==> src/rtl/if_fetch_stage_if.sv <==
// Instruction-memory fetch bus: request/address out, ack/data back.
// The request and address stay stable until the memory acknowledges.
interface if_fetch_stage_if;
  logic        imem_req;
  logic [31:0] imem_addr;
  logic        imem_ack;
  logic [31:0] imem_rdata;

  modport master (output imem_req, output imem_addr, input imem_ack, input imem_rdata);
  modport slave  (input imem_req, input imem_addr, output imem_ack, output imem_rdata);
endinterface

==> src/rtl/if_fetch_stage.sv <==
// Instruction-fetch stage: PC register, variable-latency imem handshake,
// one-entry skid buffer for stalls, and the IF/ID pipeline register.
module mux2_1 #(
  parameter int WIDTH = 32
) (
  input  logic [WIDTH-1:0] a,
  input  logic [WIDTH-1:0] b,
  input  logic             sel,
  output logic [WIDTH-1:0] y
);
  assign y = sel ? b : a;
endmodule

module if_fetch_stage #(
  parameter logic [31:0] RESET_PC  = 32'h0000_0000,
  parameter logic [31:0] NOP_INSTR = 32'h0000_0013
) (
  input  logic                      clk,
  input  logic                      rst_n,
  input  logic                      stall,
  input  logic                      branch_taken,
  input  logic [31:0]               branch_target,
  if_fetch_stage_if.master          imem,
  output logic [31:0]               if_id_pc,
  output logic [31:0]               if_id_instr,
  output logic                      if_id_valid
);

  typedef enum logic [1:0] {FETCH, HOLD, DROP} state_t;

  state_t      state, state_n;
  logic [31:0] pc, pc_n;
  logic [31:0] drop_addr, drop_addr_n;
  logic [31:0] skid_pc, skid_pc_n;
  logic [31:0] skid_instr, skid_instr_n;
  logic [31:0] if_id_pc_n, if_id_instr_n;
  logic        if_id_valid_n;
  logic [31:0] pc_plus4, target_aligned, next_pc;

  assign pc_plus4       = pc + 32'd4;
  assign target_aligned = {branch_target[31:2], 2'b00};

  mux2_1 #(.WIDTH(32)) u_next_pc_mux (
    .a   (pc_plus4),
    .b   (target_aligned),
    .sel (branch_taken),
    .y   (next_pc)
  );

  // A stale request in DROP must keep presenting its original address.
  assign imem.imem_req  = (state != HOLD);
  assign imem.imem_addr = (state == DROP) ? {drop_addr[31:2], 2'b00} : {pc[31:2], 2'b00};

  always_comb begin
    // NOTE: every combinational output gets a default first so no path infers a latch.
    state_n       = state;
    pc_n          = pc;
    drop_addr_n   = drop_addr;
    skid_pc_n     = skid_pc;
    skid_instr_n  = skid_instr;
    if_id_pc_n    = if_id_pc;
    if_id_instr_n = if_id_instr;
    if_id_valid_n = if_id_valid;

    if (branch_taken) begin
      pc_n          = next_pc;
      if_id_valid_n = 1'b0;
      if_id_instr_n = NOP_INSTR;
      skid_pc_n     = '0;
      skid_instr_n  = '0;
      unique case (state)
        FETCH: begin
          if (!imem.imem_ack) begin
            state_n     = DROP;
            drop_addr_n = pc;
          end
        end
        HOLD:    state_n = FETCH;
        DROP:    if (imem.imem_ack) state_n = FETCH;
        default: state_n = FETCH;
      endcase
    end else begin
      unique case (state)
        FETCH: begin
          if (imem.imem_ack) begin
            if (!stall) begin
              if_id_pc_n    = pc;
              if_id_instr_n = imem.imem_rdata;
              if_id_valid_n = 1'b1;
              pc_n          = next_pc;
            end else begin
              skid_pc_n    = pc;
              skid_instr_n = imem.imem_rdata;
              state_n      = HOLD;
            end
          end else if (!stall) begin
            if_id_valid_n = 1'b0;
            if_id_instr_n = NOP_INSTR;
          end
        end
        HOLD: begin
          // pc still equals skid_pc here, so next_pc is the skid entry's successor.
          if (!stall) begin
            if_id_pc_n    = skid_pc;
            if_id_instr_n = skid_instr;
            if_id_valid_n = 1'b1;
            pc_n          = next_pc;
            skid_pc_n     = '0;
            skid_instr_n  = '0;
            state_n       = FETCH;
          end
        end
        DROP: begin
          if_id_valid_n = 1'b0;
          if_id_instr_n = NOP_INSTR;
          if (imem.imem_ack) state_n = FETCH;
        end
        default: state_n = FETCH;
      endcase
    end
  end

  // NOTE: the skid buffer is reset too, so an empty buffer never exposes stale data.
  always_ff @(posedge clk or negedge rst_n) begin
    if (!rst_n) begin
      state       <= FETCH;
      pc          <= RESET_PC;
      drop_addr   <= '0;
      skid_pc     <= '0;
      skid_instr  <= '0;
      if_id_pc    <= '0;
      if_id_instr <= NOP_INSTR;
      if_id_valid <= 1'b0;
    end else begin
      // NOTE: non-blocking assignments keep every register sampling pre-edge values.
      state       <= state_n;
      pc          <= pc_n;
      drop_addr   <= drop_addr_n;
      skid_pc     <= skid_pc_n;
      skid_instr  <= skid_instr_n;
      if_id_pc    <= if_id_pc_n;
      if_id_instr <= if_id_instr_n;
      if_id_valid <= if_id_valid_n;
    end
  end

endmodule

==> src/flat_wrapper.sv <==
// flat-port wrapper written by rule: the top's interface ports become plain ports
module if_fetch_stage_flat 
#(
  parameter logic [31:0] RESET_PC  = 32'h0000_0000,
  parameter logic [31:0] NOP_INSTR = 32'h0000_0013
)
  (clk, rst_n, stall, branch_taken, branch_target, if_id_pc, if_id_instr, if_id_valid, imem_imem_req, imem_imem_addr, imem_imem_ack, imem_imem_rdata);
  if_fetch_stage_if imem_i ();
  input  logic clk;
  input  logic rst_n;
  input  logic stall;
  input  logic branch_taken;
  input  logic [31:0] branch_target;
  output logic [31:0] if_id_pc;
  output logic [31:0] if_id_instr;
  output logic if_id_valid;
  output wire logic [$bits(imem_i.imem_req)-1:0] imem_imem_req;
  output wire logic [$bits(imem_i.imem_addr)-1:0] imem_imem_addr;
  input wire logic [$bits(imem_i.imem_ack)-1:0] imem_imem_ack;
  input wire logic [$bits(imem_i.imem_rdata)-1:0] imem_imem_rdata;
  assign imem_imem_req = imem_i.imem_req;
  assign imem_imem_addr = imem_i.imem_addr;
  assign imem_i.imem_ack = imem_imem_ack;
  assign imem_i.imem_rdata = imem_imem_rdata;
  if_fetch_stage #(.RESET_PC(RESET_PC), .NOP_INSTR(NOP_INSTR)) u_core (.clk(clk), .rst_n(rst_n), .stall(stall), .branch_taken(branch_taken), .branch_target(branch_target), .imem(imem_i), .if_id_pc(if_id_pc), .if_id_instr(if_id_instr), .if_id_valid(if_id_valid));
endmodule
==> config.mk <==
export PLATFORM = sky130hd
export DESIGN_NAME = if_fetch_stage_flat
export DESIGN_NICKNAME = d
export VERILOG_FILES = /design/src/rtl/if_fetch_stage_if.sv /design/src/rtl/if_fetch_stage.sv /design/src/flat_wrapper.sv
export SDC_FILE = /design/constraint.sdc
export NUM_CORES = 1
export LEC_CHECK = 0
export CORE_ASPECT_RATIO = 1.75
export CORE_UTILIZATION = 35
export CTS_CLUSTER_DIAMETER = 80
export DETAILED_ROUTE_END_ITERATION = 10
export HOLD_SLACK_MARGIN = 0.08
export PLACE_DENSITY = 0.67
export SYNTH_ARGS = -nofsm -noshare
export SYNTH_HDL_FRONTEND = slang
export SYNTH_HIERARCHICAL = 1
export SYNTH_SLANG_ARGS = --single-unit
==> constraint.sdc <==
create_clock -name clk -period 2.4 [get_ports clk]
set_clock_uncertainty 0.05 [all_clocks]
set_input_delay 0.6 -clock clk [delete_from_list [all_inputs] [get_ports clk]]
set_output_delay 0.6 -clock clk [all_outputs]
set_load 0.01 [all_outputs]
==> run summary <==
* **run status** complete, but fails checks
* **violated checks** setup timing
* **Power Density** 1160 nW/um2
* **part of the power in combinational logic** 43.2%
* **H-tree levels** 4
* **ports placed on the boundary** 167
* **estimated wirelength of the detail-placed design** 16300 um
* **worst-case setup margin in the final layout** -0.171 ns
* **Post-Syn Instances** 929
* **sequential standard cell area** 4830 um2
* **total CTS buffers** 17
* **Synth area leader** sky130_fd_sc_hd__dfrtp_1
* **sequential-to-total area share from yosys stat** 49.9%
* **row cnt** 80
* **initial antenna violation count** 2
* **Root Buffer** sky130_fd_sc_hd__clkbuf_16
* **kind of start point of the critical path** register
* **internal power component** 0.00986 W
* **die span in y** 222 um
* **endpoint arrival time on the critical path** 1.92 ns
* **syn_area_per_cell** 10.4 um2
* **hold violation total from the final report** 0
* **largest net degree at the start of global routing** 85
* **count of vias placed by the detailed router** 7250
* **Synth Register Bits** 193
* **final setup fails** 31
* **GPL Wtd Cong** 0.772
* **fraction of final layout cells with drive strength greater than 1** 23.8%
* **worst vdd ir** 0.000613 V
* **Yosys warnings** 6
* **detailed-route wire length** 25100 um
* **number of port buffers** 162
* **dpl cells** 1422
* **count of nets left with antenna violations after detail routing** 0
* **first-pass detailed-route iteration total** 6
* **DIE AREA** 28400 um2
* **vias in the first global route** 7486
* **largest fanout on the critical path** 6
* **Synth area leaders** sky130_fd_sc_hd__dfrtp_1 (49%), sky130_fd_sc_hd__mux2_2 (9.9%), sky130_fd_sc_hd__nand2_1 (6.7%), sky130_fd_sc_hd__mux2_4 (4.6%), sky130_fd_sc_hd__o21ai_0 (3.9%)
* **Place WS** 0.00433 ns
* **most frequent cells in the layout** sky130_fd_sc_hd__dfrtp_1 (189), sky130_fd_sc_hd__nand2_1 (171), sky130_fd_sc_hd__clkdlybuf4s50_1 (130)
* **max-cap check violation count** 0
* **Area growth syn-to-layout** 33.7%
* **source-to-sink clock delay at the later pin of the worst-skew pair** 0.45 ns
* **TritonCTS clock tree** yes
* **crit path kind** reg2out
* **Worst-path clk slew** 0.07 ns
* **leading cell type in the layout, fill and taps excluded** sky130_fd_sc_hd__dfrtp_1
* **Final Cycle Share** 107%
* **DIE WIDTH** 128 um
* **reported leakage power** 5.48 nW
* **number of buffers on the longest clock path** 2
* **setup repair after global routing missed its margin** yes
* **starting utilization of the core area** 35.6%
* **highest clock rate** 0.389 GHz
* **Seq pwr share** 35.8%
* **filler instances** 2575
* **Net Sw Frac** 34.2%
* **clock sink count** 193
* **critical path capture point type** output pin
* **routed vias/inst** 4.94
* **Synth top area share** 49.0%
* **post-synthesis instance area** 9700 um2
* **wire length of the first global-routing pass** 40100 um
* **total track usage** 18.6%
* **fin cells** 1468
* **Clk pwr share** 21.0%
* **shortest period the worst path allows** 2.57 ns
* **required arrival time at the worst endpoint** 1.75 ns
* **DRC violation count after routing** 0
* **detailed router's first-iteration violation count** 372
* **area used by multi-input combinational logic** 4540 um2
* **Total Nets Final** 1160
* **wire per inst** 17.1 um
* **worst hold-check path type** reg2reg
* **net switching power of the design** 0.00512 W
* **final slew viol count** 0
* **total chip power** 0.0150 W
* **final hold slack** 0.414 ns
* **number of distinct library cell variants in the gate-level netlist after synthesis** 51
* **core area** 27200 um2
* **final global-route overflow total** 0
worst paths after layout:
kind / from / end / slack [ns] / cells after the start
max: u_core/state[1] / imem_imem_addr[8] / -0.17 / 6
min: u_core/if_id_instr[1] / u_core/if_id_instr[1] / 0.41 / 2
max reg2reg: u_core/pc[15] / u_core/pc[31] / 0.16 / 6
min reg2reg: u_core/if_id_instr[1] / u_core/if_id_instr[1] / 0.41 / 2
max in group asynchronous: rst_n / u_core/if_id_instr[0] / 1.03 / 3
min in group asynchronous: rst_n / u_core/drop_addr[12] / 0.59 / 2
registers in the layout, summed over array words and instances, names as in the netlist:
name,count
u_core/if_id_valid,1
u_core/skid_pc,32
u_core/drop_addr,30
u_core/skid_instr,32
u_core/if_id_instr,32
u_core/if_id_pc,32
u_core/state,2
u_core/pc,32
cells in the mapped netlist (all sizes together):
cell	number
dfrtp	190
nand3b	2
a22o	1
nor3	4
o21ai	78
buf	54
a21oi	41
a311oi	4
mux2	115
nand3	14
and4	1
nor4	1
or3	1
o41ai	1
a21o	1
and4b	2
dfstp	3
o22ai	1
a211oi	1
clkbuf	34
a21bo	1
xor2	7
nor3b	1
conb	1
o31ai	29
inv	11
a22oi	29
mux2i	34
and3	6
nor2	40
nor2b	5
and2	2
o2bb2ai	1
ha	7
nand2b	2
nand4	8
a31oi	1
xnor2	21
nand2	174
final cells by class:
type	count	area share, %
Antenna cell	2	0.0386
Clock buffer	19	3.49
Clock inverter	13	1.52
Inverter	11	0.318
Multi-Input combinational cell	640	35.0
Sequential cell	193	37.3
Tap cell	369	3.56
Timing Repair Buffer	221	18.8
layer usage:
metal | wire (um) | global-route usage (%) | vias to the layer above
met2 | 13400 | 33.3 | 166
met3 | 955 | 3.83 | 39
li1 | - | - | 3507
met5 | 0 | 0 | -
met4 | 840 | 8.88 | 0
met1 | 9880 | 20.8 | 3538
repair_timing:
item / CTS / global route
gates resized for setup: 191 / 9
gates cloned: 3 / 0
hold buffers: 1 / 0
setup buffers: 7 / 3
endpoints found under the setup margin: 31 / 55
pin swaps: 1 / 0
endpoints found under the hold margin: 34 / 0
logic make-up after synthesis:
group	after synthesis	synth area share [%]
flops	193	49.9
simple gates	263	11.6
buf+inv	99	5.15
other cells	1	0.0387
compound gates	189	11.9
mux	149	18.0
xor+xnor	28	2.53
fa+ha+maj	7	0.903
power by group through the flow:
stage | logic (W) | registers, W | clock network [W]
6_report | 0.00647 | 0.00537 | 0.00314
3_3_place_gp | 0.00599 | 0.00535 | 0
4_1_cts | 0.00651 | 0.00538 | 0.00323
3_5_place_dp | 0.00610 | 0.00542 | 0
2_1_floorplan | 0.00344 | 0.00529 | 0
5_1_grt | 0.00704 | 0.00553 | 0.00336
worst max-delay path: stages (launching register included):
cell and delay (ns):
sky130_fd_sc_hd__dfrtp_2 0.44, sky130_fd_sc_hd__ha_4 0.18, sky130_fd_sc_hd__buf_12 0.12, sky130_fd_sc_hd__buf_8 0.13, sky130_fd_sc_hd__buf_12 0.14, sky130_fd_sc_hd__mux2_4 0.31
sky130_fd_sc_hd__buf_6 0.12
per-stage QoR:
step / area, um2 / utilization, % / TNS [ns]
floorplan: 9710 / - / 0
global placement: 11900 / 43.9 / 0
detailed placement: 11900 / 43.9 / 0
CTS: 12900 / 47.5 / -5.09
global route: 13000 / 47.6 / -5.80
finish: 13000 / 47.6 / -3.50
No activity file was read; power rests on OpenSTA's default activity.
